<file path="config.mk">
export PLATFORM = sky130hd
export DESIGN_NAME = srl_fifo16
export DESIGN_NICKNAME = d
export VERILOG_FILES = /design/src/rtl/srl_fifo16.sv
export SDC_FILE = /design/constraint.sdc
export NUM_CORES = 1
export LEC_CHECK = 0
export ABC_AREA = 1
export ABC_CLOCK_PERIOD_IN_PS = 15300
export BUFFER_PORTS_ARGS = -buffer_cell sky130_fd_sc_hd__buf_4
export CAP_MARGIN = 20
export CORE_MARGIN = 2
export CORE_UTILIZATION = 40
export CTS_CLUSTER_DIAMETER = 100
export DETAILED_ROUTE_END_ITERATION = 12
export SLEW_MARGIN = 10
export SYNTH_ARGS = -nofsm -noshare
export SYNTH_HDL_FRONTEND = slang
export SYNTH_SLANG_ARGS = --single-unit
</file>
<file path="constraint.sdc">
create_clock -name clk -period 15.3 [get_ports clk]
set_input_delay 1.53 -clock clk [delete_from_list [all_inputs] [get_ports clk]]
set_output_delay 1.53 -clock clk [all_outputs]
set_load 0.01 [all_outputs]
</file>
<file path="src/rtl/srl_fifo16.sv">
// 16-deep ready/valid FIFO: data shifts in at mem[0] on each push, and the oldest
// entry is read out at address occupied-1, so a word falls through in one cycle.
module srl_fifo16 #(
    parameter int WIDTH = 18
) (
    input  logic             clk,
    input  logic             rst_n,
    input  logic             clear,
    input  logic [WIDTH-1:0] i_tdata,
    input  logic             i_tvalid,
    output logic             i_tready,
    output logic [WIDTH-1:0] o_tdata,
    output logic             o_tvalid,
    input  logic             o_tready,
    output logic [4:0]       occupied,
    output logic [4:0]       space
);

    logic [WIDTH-1:0] mem [16];
    logic [4:0]       count;
    logic [3:0]       rd;
    logic             push;
    logic             pop;

    // Flags decode the registered count only, so neither has a combinational
    // path from i_tvalid or o_tready; a full FIFO refuses a push even while popping.
    assign i_tready = (count != 5'd16);
    assign o_tvalid = (count != 5'd0);
    assign push     = i_tvalid & i_tready;
    assign pop      = o_tvalid & o_tready;

    // At count=16 the low nibble is 0 and wraps to 15, the oldest slot.
    assign rd       = count[3:0] - 4'd1;
    assign o_tdata  = mem[rd];
    assign occupied = count;
    assign space    = 5'd16 - count;

    // NOTE: storage has no reset; its contents are don't-care whenever count says
    // the slot is empty, and leaving it unreset keeps it a plain shift register.
    always_ff @(posedge clk) begin
        if (push) begin
            mem[0] <= i_tdata;
            for (int k = 1; k < 16; k++) begin
                mem[k] <= mem[k-1];
            end
        end
    end

    // NOTE: sequential state uses non-blocking assignments so every flop samples
    // pre-edge values regardless of block ordering.
    always_ff @(posedge clk or negedge rst_n) begin
        if (!rst_n) begin
            count <= 5'd0;
        end else if (clear) begin
            count <= 5'd0;
        end else begin
            case ({push, pop})
                2'b10:   count <= count + 5'd1;
                2'b01:   count <= count - 5'd1;
                default: count <= count;
            endcase
        end
    end

endmodule

</file>
Yosys cells after proc, flatten, opt, wreduce, memory -nomap -nowiden
Memories as Yosys holds them, arrays and structs flattened.
Index checks and enable logic that the tools add are counted.
Widths: inputs -> output; s select.
{"block": "totals", "inputBits": 23, "word_cells": 17, "output_inout_bits": 30, "ramBits": 288, "register_bits": 5, "mem_count": 1}
{"block": "classes", "n_bitwise": 2, "mux": 4, "n_addsub": 4, "n_reduce_logical": 2, "eq_ne": 3}
{"name": "mem", "depth": 16, "width": 18, "read_ports": 16, "rd_ports_with_merged_regs": 0, "wr": 16, "line": "19", "source": "logic [WIDTH-1:0] mem [16];"}
{"operator": "$pmux 5 s2", "count": 1}
{"operator": "$add 5x1->5 const B", "count": 1}
{"operator": "$mux 5", "count": 1}
{"operator": "$ne 5x5->1 const B", "count": 1}
{"operator": "$reduce_bool 5->1", "count": 1}
{"operator": "$sub 5x1->5 const B", "count": 1}
{"operator": "$sub 5x5->5 const A", "count": 1}
{"operator": "$sub 4x1->4 const B", "count": 1}
{"operator": "$reduce_bool 3->1", "count": 1}
{"operator": "$and 1x1->1", "count": 2}
{"operator": "$eq 2x1->1 const B", "count": 1}
{"operator": "$eq 2x2->1 const B", "count": 1}
{"operator": "$mux 1", "count": 2}

Depth between registers and ports, before layout
{"block": "logic_depth", "word_depth": 5, "depth_mapped": 19, "depth_no_buf": 16}

Worst setup path before layout
No wires, ideal clock.
{"block": "synth_timing", "path_type": "reg2reg", "from": "register count[0] (netlist: occupied[0])", "to": "register count[2] (netlist: occupied[2])", "path_buffers": 3, "path_stages_with_launch": 14, "period_less_slack_ns": 15.123, "setup_time_ns": 0.127, "slack_ns": 0.177, "t_required_ns": 15.173, "arrival_ns": 14.996, "path_cell_list": "dfrtp_1 buf_2 inv_2 buf_2 buf_2 ha_1 nor3b_1 ha_1 nor2_1 nand2_1 nand3_1 inv_1 nand2_1 o21ai_0"}
{"block": "synth_between", "elab_chain_len": 5, "word_cells_on_any_way": 11, "classes_between": "2 x add/sub; 3 x eq/ne; 2 x mux; 2 x bitwise; 2 x reduce/logical"}
{"element": "from (decl)", "line": "20", "source": "logic [4:0] count;"}
{"element": "from (signal assigned)", "line": "58", "source": "2'b10: count <= count + 5'd1;"}
{"element": "from (signal assigned)", "line": "59", "source": "2'b01: count <= count - 5'd1;"}
{"element": "from (signal assigned)", "line": "60", "source": "default: count <= count;"}
{"element": "$ne 5x5->1 *", "line": "27", "source": "assign i_tready = (count != 5'd16);"}
{"element": "$and 1x1->1 *", "line": "29", "source": "assign push = i_tvalid & i_tready;"}
{"element": "net push", "line": "22", "source": "logic push;"}
{"element": "$eq 2x1->1 or $eq 2x2->1 (tied branches)", "line": "57", "source": "case ({push, pop})"}
{"element": "$pmux 5 s2", "line": "57"}
{"element": "$mux 5", "line": "54", "source": "end else if (clear) begin"}
Mark *: on every way through the listed nets, which the timed path passes. The rest lies on a longest branch.
A chain may end at the register's enable or synchronous reset.

Worst setup path in the final report
{"block": "layout_timing", "from": "register count[0] (netlist: occupied[0])", "to": "output o_tdata[15]"}
{"block": "layout_between", "elab_chain_len": 2}
{"element": "$sub 4x1->4", "line": "33", "source": "assign rd = count[3:0] - 4'd1;"}
{"element": "$mem_v2 16x18"}
{"element": "to (decl)", "line": "12", "source": "output logic [WIDTH-1:0] o_tdata,"}
Every way passes these cells.

==> PnR_summary.wiki <==
{| class="wikitable"
! Metric !! Value
|-
| Count of vias placed by the detailed router || 7991
|-
| Post-layout min period || 5.826 ns
|-
| Met2 capacity usage during global routing || 23.47%
|-
| Worst hold path type || register to register
|-
| Source-to-sink clock delay at the later pin of the worst-skew pair || 0.50 ns
|-
| Top Usage Layer GRT || met2
|-
| Die Span Y || 183.3 um
|-
| Sequential fraction of the synthesis area || approximately 68%
|-
| Run status || finished clean
|-
| Count of inserted antenna diode cells || 0
|-
| Number of buffers created by CTS || 34
|-
| Fraction of final layout cells with drive strength greater than 1 || 8.779%
|-
| Number of antenna violations at the first check in global routing || 0
|-
| Die width || 183.3 um
|-
| Detailed-routing iteration count for the pre-antenna-repair pass || 5
|-
| Total of hold buffers inserted after clock tree synthesis || 0
|-
| CTS H-Tree Depth || 2
|-
| Combined global-route utilization of all metal layers || ~15%
|-
| Post-synthesis average cell area || around 10 sq um
|-
| Worst path max stage delay || 1.04 ns
|-
| Cell row count || 65
|-
| Synth Register Bits || 293
|-
| Peak Freq || 0.1717 GHz
|-
| Accumulated negative setup slack || 0 ns
|-
| Clock transition at the register clock pins on the worst setup and hold paths after CTS || 0.06 ns
|-
| Worst flop-to-flop path endpoint || mem[12][2]
|-
| Power share of the sequential group || 36.2%
|-
| TritonCTS clock tree || yes
|-
| Worst path required time || 13.77 ns
|-
| Placement Setup Slack || 9.653 ns
|-
| Post-route setup slack || 9.474 ns
|-
| Cell-internal power || 1.902 mW
|-
| Leakage power || 6.482 nW
|-
| Flip-flop and latch area || 0.008777 sq mm
|-
| Area enclosed by the die boundary || between 0.03 and 0.04 sq mm
|-
| Post-Syn Instances || 1245
|-
| Post-detailed-routing wire length || ~25000 um
|-
| Post-route fraction of the period consumed by the critical path || 38.08%
|-
| Worst path slowest cell || sky130_fd_sc_hd__dfrtp_4
|-
| Share of total power in combinational logic || 40.0%
|-
| Logic depth of the worst register-to-register path || 9
|-
| # resized after CTS || 0
|-
| Number of distinct library cell variants in the gate-level netlist after synthesis || 23
|-
| Hold_sp || mem[4][17]
|-
| Tightest slew margin relative to the limit || 30.55%
|-
| DR WL/cell || 14.58 um
|-
| Unrepaired setup endpoints after global routing || false
|-
| Max Fanout on Critical Path || 82
|-
| Remaining DRCs || 0
|-
| Worst R2R Start || occupied[0]
|-
| Area used by multi-input combinational logic || 0.002861 sq mm
|-
| CTS Root Buffer Type || sky130_fd_sc_hd__clkbuf_16
|-
| Critical path type || register to output port
|-
| Area delta synth->final || 13.45%
|-
| Initial Utilization || 40.63%
|-
| Global route overflow || 0
|-
| Weighted congestion reported at the end of routability-driven placement || 0.7538
|-
| Global Route met1 Usage || 22.15%
|-
| Vias per inst || 4.668
|-
| Setup bufs post-CTS || 0
|-
| DP Wirelength || 13360 um
|-
| Fraction of power consumed by the clock network || roughly a quarter
|-
| P_sw || 1.207 mW
|-
| Cells on Worst Hold Path || 0
|-
| Antenna-violating nets left || 0
|-
| Setup slack, reg-to-reg || 9.92 ns
|-
| Number of top-level pins || 53
|-
| Kind of launch point of the worst setup path || register
|-
| Total power density per cell area || 213.2 mW/mm^2
|-
| Largest net degree at the start of global routing || 89
|-
| DR iter-0 viols || 755
|-
| Met3 Usage GRT || 2.403%
|-
| Standard cell core area || 0.03164 sq mm
|-
| Syn nets || around 1300
|-
| Number of buffers on the longest clock path || 3
|-
| First-pass GRT wire length || between 40000 and 50000 um
|-
| Arrival time at the worst endpoint || between 4 and 5 ns
|-
| Cell type with the largest total area after synthesis || sky130_fd_sc_hd__edfxtp_1
|-
| Final setup viols || 0
|-
| Number of sinks handled by clock tree synthesis || 293
|-
| Switching part of the total || between 30% and 40%
|-
| Leading post-synthesis cells by cell area || sky130_fd_sc_hd__edfxtp_1 (67%), sky130_fd_sc_hd__nand2_1 (11%), sky130_fd_sc_hd__nand3_1 (8.7%), sky130_fd_sc_hd__inv_1 (7.2%), sky130_fd_sc_hd__nor2_1 (1.1%)
|-
| Cell-by-cell listing of the critical path || inv_4, ha_4, buf_4, nor2_1, nand2_1, nand3_1, nand3_1, nand2_1, buf_4
|-
| Port Buffer Count || 52
|-
| Synthesis Warnings || 0
|-
| Number of max-cap violations || 0
|-
| Worst min-delay path endpoint || mem[5][17]
|-
| Total count of max-transition violations in the final report || 0
|-
| Total of fill cells in the finished design || 2838
|-
| Max IR drop VDD || 132.8 uV
|-
| Launching element of the worst setup path || occupied[0]
|-
| Endpoint type of the worst setup path || output port
|-
| Final nets || approximately 1300
|-
| Skew final || 0.01485 ns
|-
| Hold violation total from the final report || 0
|-
| Transition time at the pin with the least slew margin || 1.042 ns
|-
| Via count of the first global-routing pass || 7804
|-
| Area share of the leading cell type in the synthesized netlist || 67.28%
|-
| Post-synthesis instance area || 0.01285 sq mm
|}
synthesized netlist by cell type (all sizes together):
library cell    n
dfrtp           5
nand3         223
nand2         367
clkbuf         19
a21oi           2
buf            38
fa              1
nor2           39
xnor2           1
o21ai           3
ha              6
nor3b           1
inv           249
nand3b          1
xor2            2
edfxtp        288
power by group through the flow:
| stage | combinational, mW | sequential [mW] | clock [mW] |
|---|---|---|---|
| final | 1.24 | 1.13 | 0.739 |
| after global routing | 1.38 | 1.14 | 0.788 |
| after CTS | 1.26 | 1.13 | 0.758 |
| after detailed placement | 1.25 | 1.14 | 0 |
| after global placement | 1.25 | 1.14 | 0 |
| after floorplan | 0.832 | 1.14 | 0 |
layer usage:
| layer | vias up | share of wire, % |
|---|---|---|
| li1 | 4068 | - |
| met1 | 3716 | 49 |
| met2 | 169 | 45 |
| met3 | 38 | 4.3 |
| met4 | 0 | 2.2 |
| met5 | - | 0 |
cell families after synthesis:
logic type	count (synthesis)	synth area share (%)
flip-flops	293	68.26
XOR/XNOR	3	0.4089
AO/OA/AOI/OAI	5	0.1947
buffers and inverters	306	9.725
AND/OR/NAND/NOR	631	20.68
adder cells (fa/ha/maj)	7	0.7398
how the worst max path moves through the flow:
stage	end	slack [ns]	depth (start not counted)
after floorplan	occupied[2]	0.18	13
after global placement	mem[15][1]	9.72	8
after detailed placement	mem[0][1]	9.65	8
after CTS	o_tdata[14]	9.45	8
after global routing	o_tdata[15]	9.21	9
final	o_tdata[15]	9.47	9
area by class of cell:
cell class	count	share of cell area, %
sequential	293	60.19
multi-input combinational	646	19.62
inverter	249	6.426
clock buffer	46	6.289
tap	402	3.449
timing repair buffer	63	3.381
clock inverter	13	0.6435
critical path, delay by kind of cell (launching register included):
| family | cells | cell delay (ns) |
|---|---|---|
| buf+inv | 3 | 1.32 |
| fa+ha+maj | 1 | 0.80 |
| simple gates | 5 | 0.58 |
| flops | 1 | 1.04 |
placed cells by master, fill, tap and decap left out, types with 2 or more instances in the layout:
master and n:
sky130_fd_sc_hd__buf_4 62, sky130_fd_sc_hd__dfrtp_1 4, sky130_fd_sc_hd__inv_2 2, sky130_fd_sc_hd__nor2_1 38
sky130_fd_sc_hd__clkbuf_1 11, sky130_fd_sc_hd__o21ai_0 3, sky130_fd_sc_hd__clkinv_1 5, sky130_fd_sc_hd__clkbuf_16 35
sky130_fd_sc_hd__edfxtp_1 288, sky130_fd_sc_hd__clkinv_2 4, sky130_fd_sc_hd__nand3_1 223, sky130_fd_sc_hd__ha_1 5
sky130_fd_sc_hd__nand2_1 366, sky130_fd_sc_hd__a21oi_1 2, sky130_fd_sc_hd__inv_1 246
sequential cells by signal (all words and copies together) (netlist names):
signal / flops
occupied: 5
mem: 288
per-stage QoR:
stage / util [%] / hold WS (ns) / instance area [sq um] / instances / power, mW
floorplan: - / 0.4264 / 12850 / 1245 / 1.969
global placement: 42.81 / 0.4268 / 13540 / 1652 / 2.383
detailed placement: 42.81 / 0.4317 / 13540 / 1652 / 2.397
CTS: 46.01 / 0.4431 / 14560 / 1711 / 3.142
global route: 46.09 / 0.4473 / 14580 / 1712 / 3.315
finish: 46.09 / 0.4416 / 14580 / 1712 / 3.109
(Power assumes the default switching activity.)
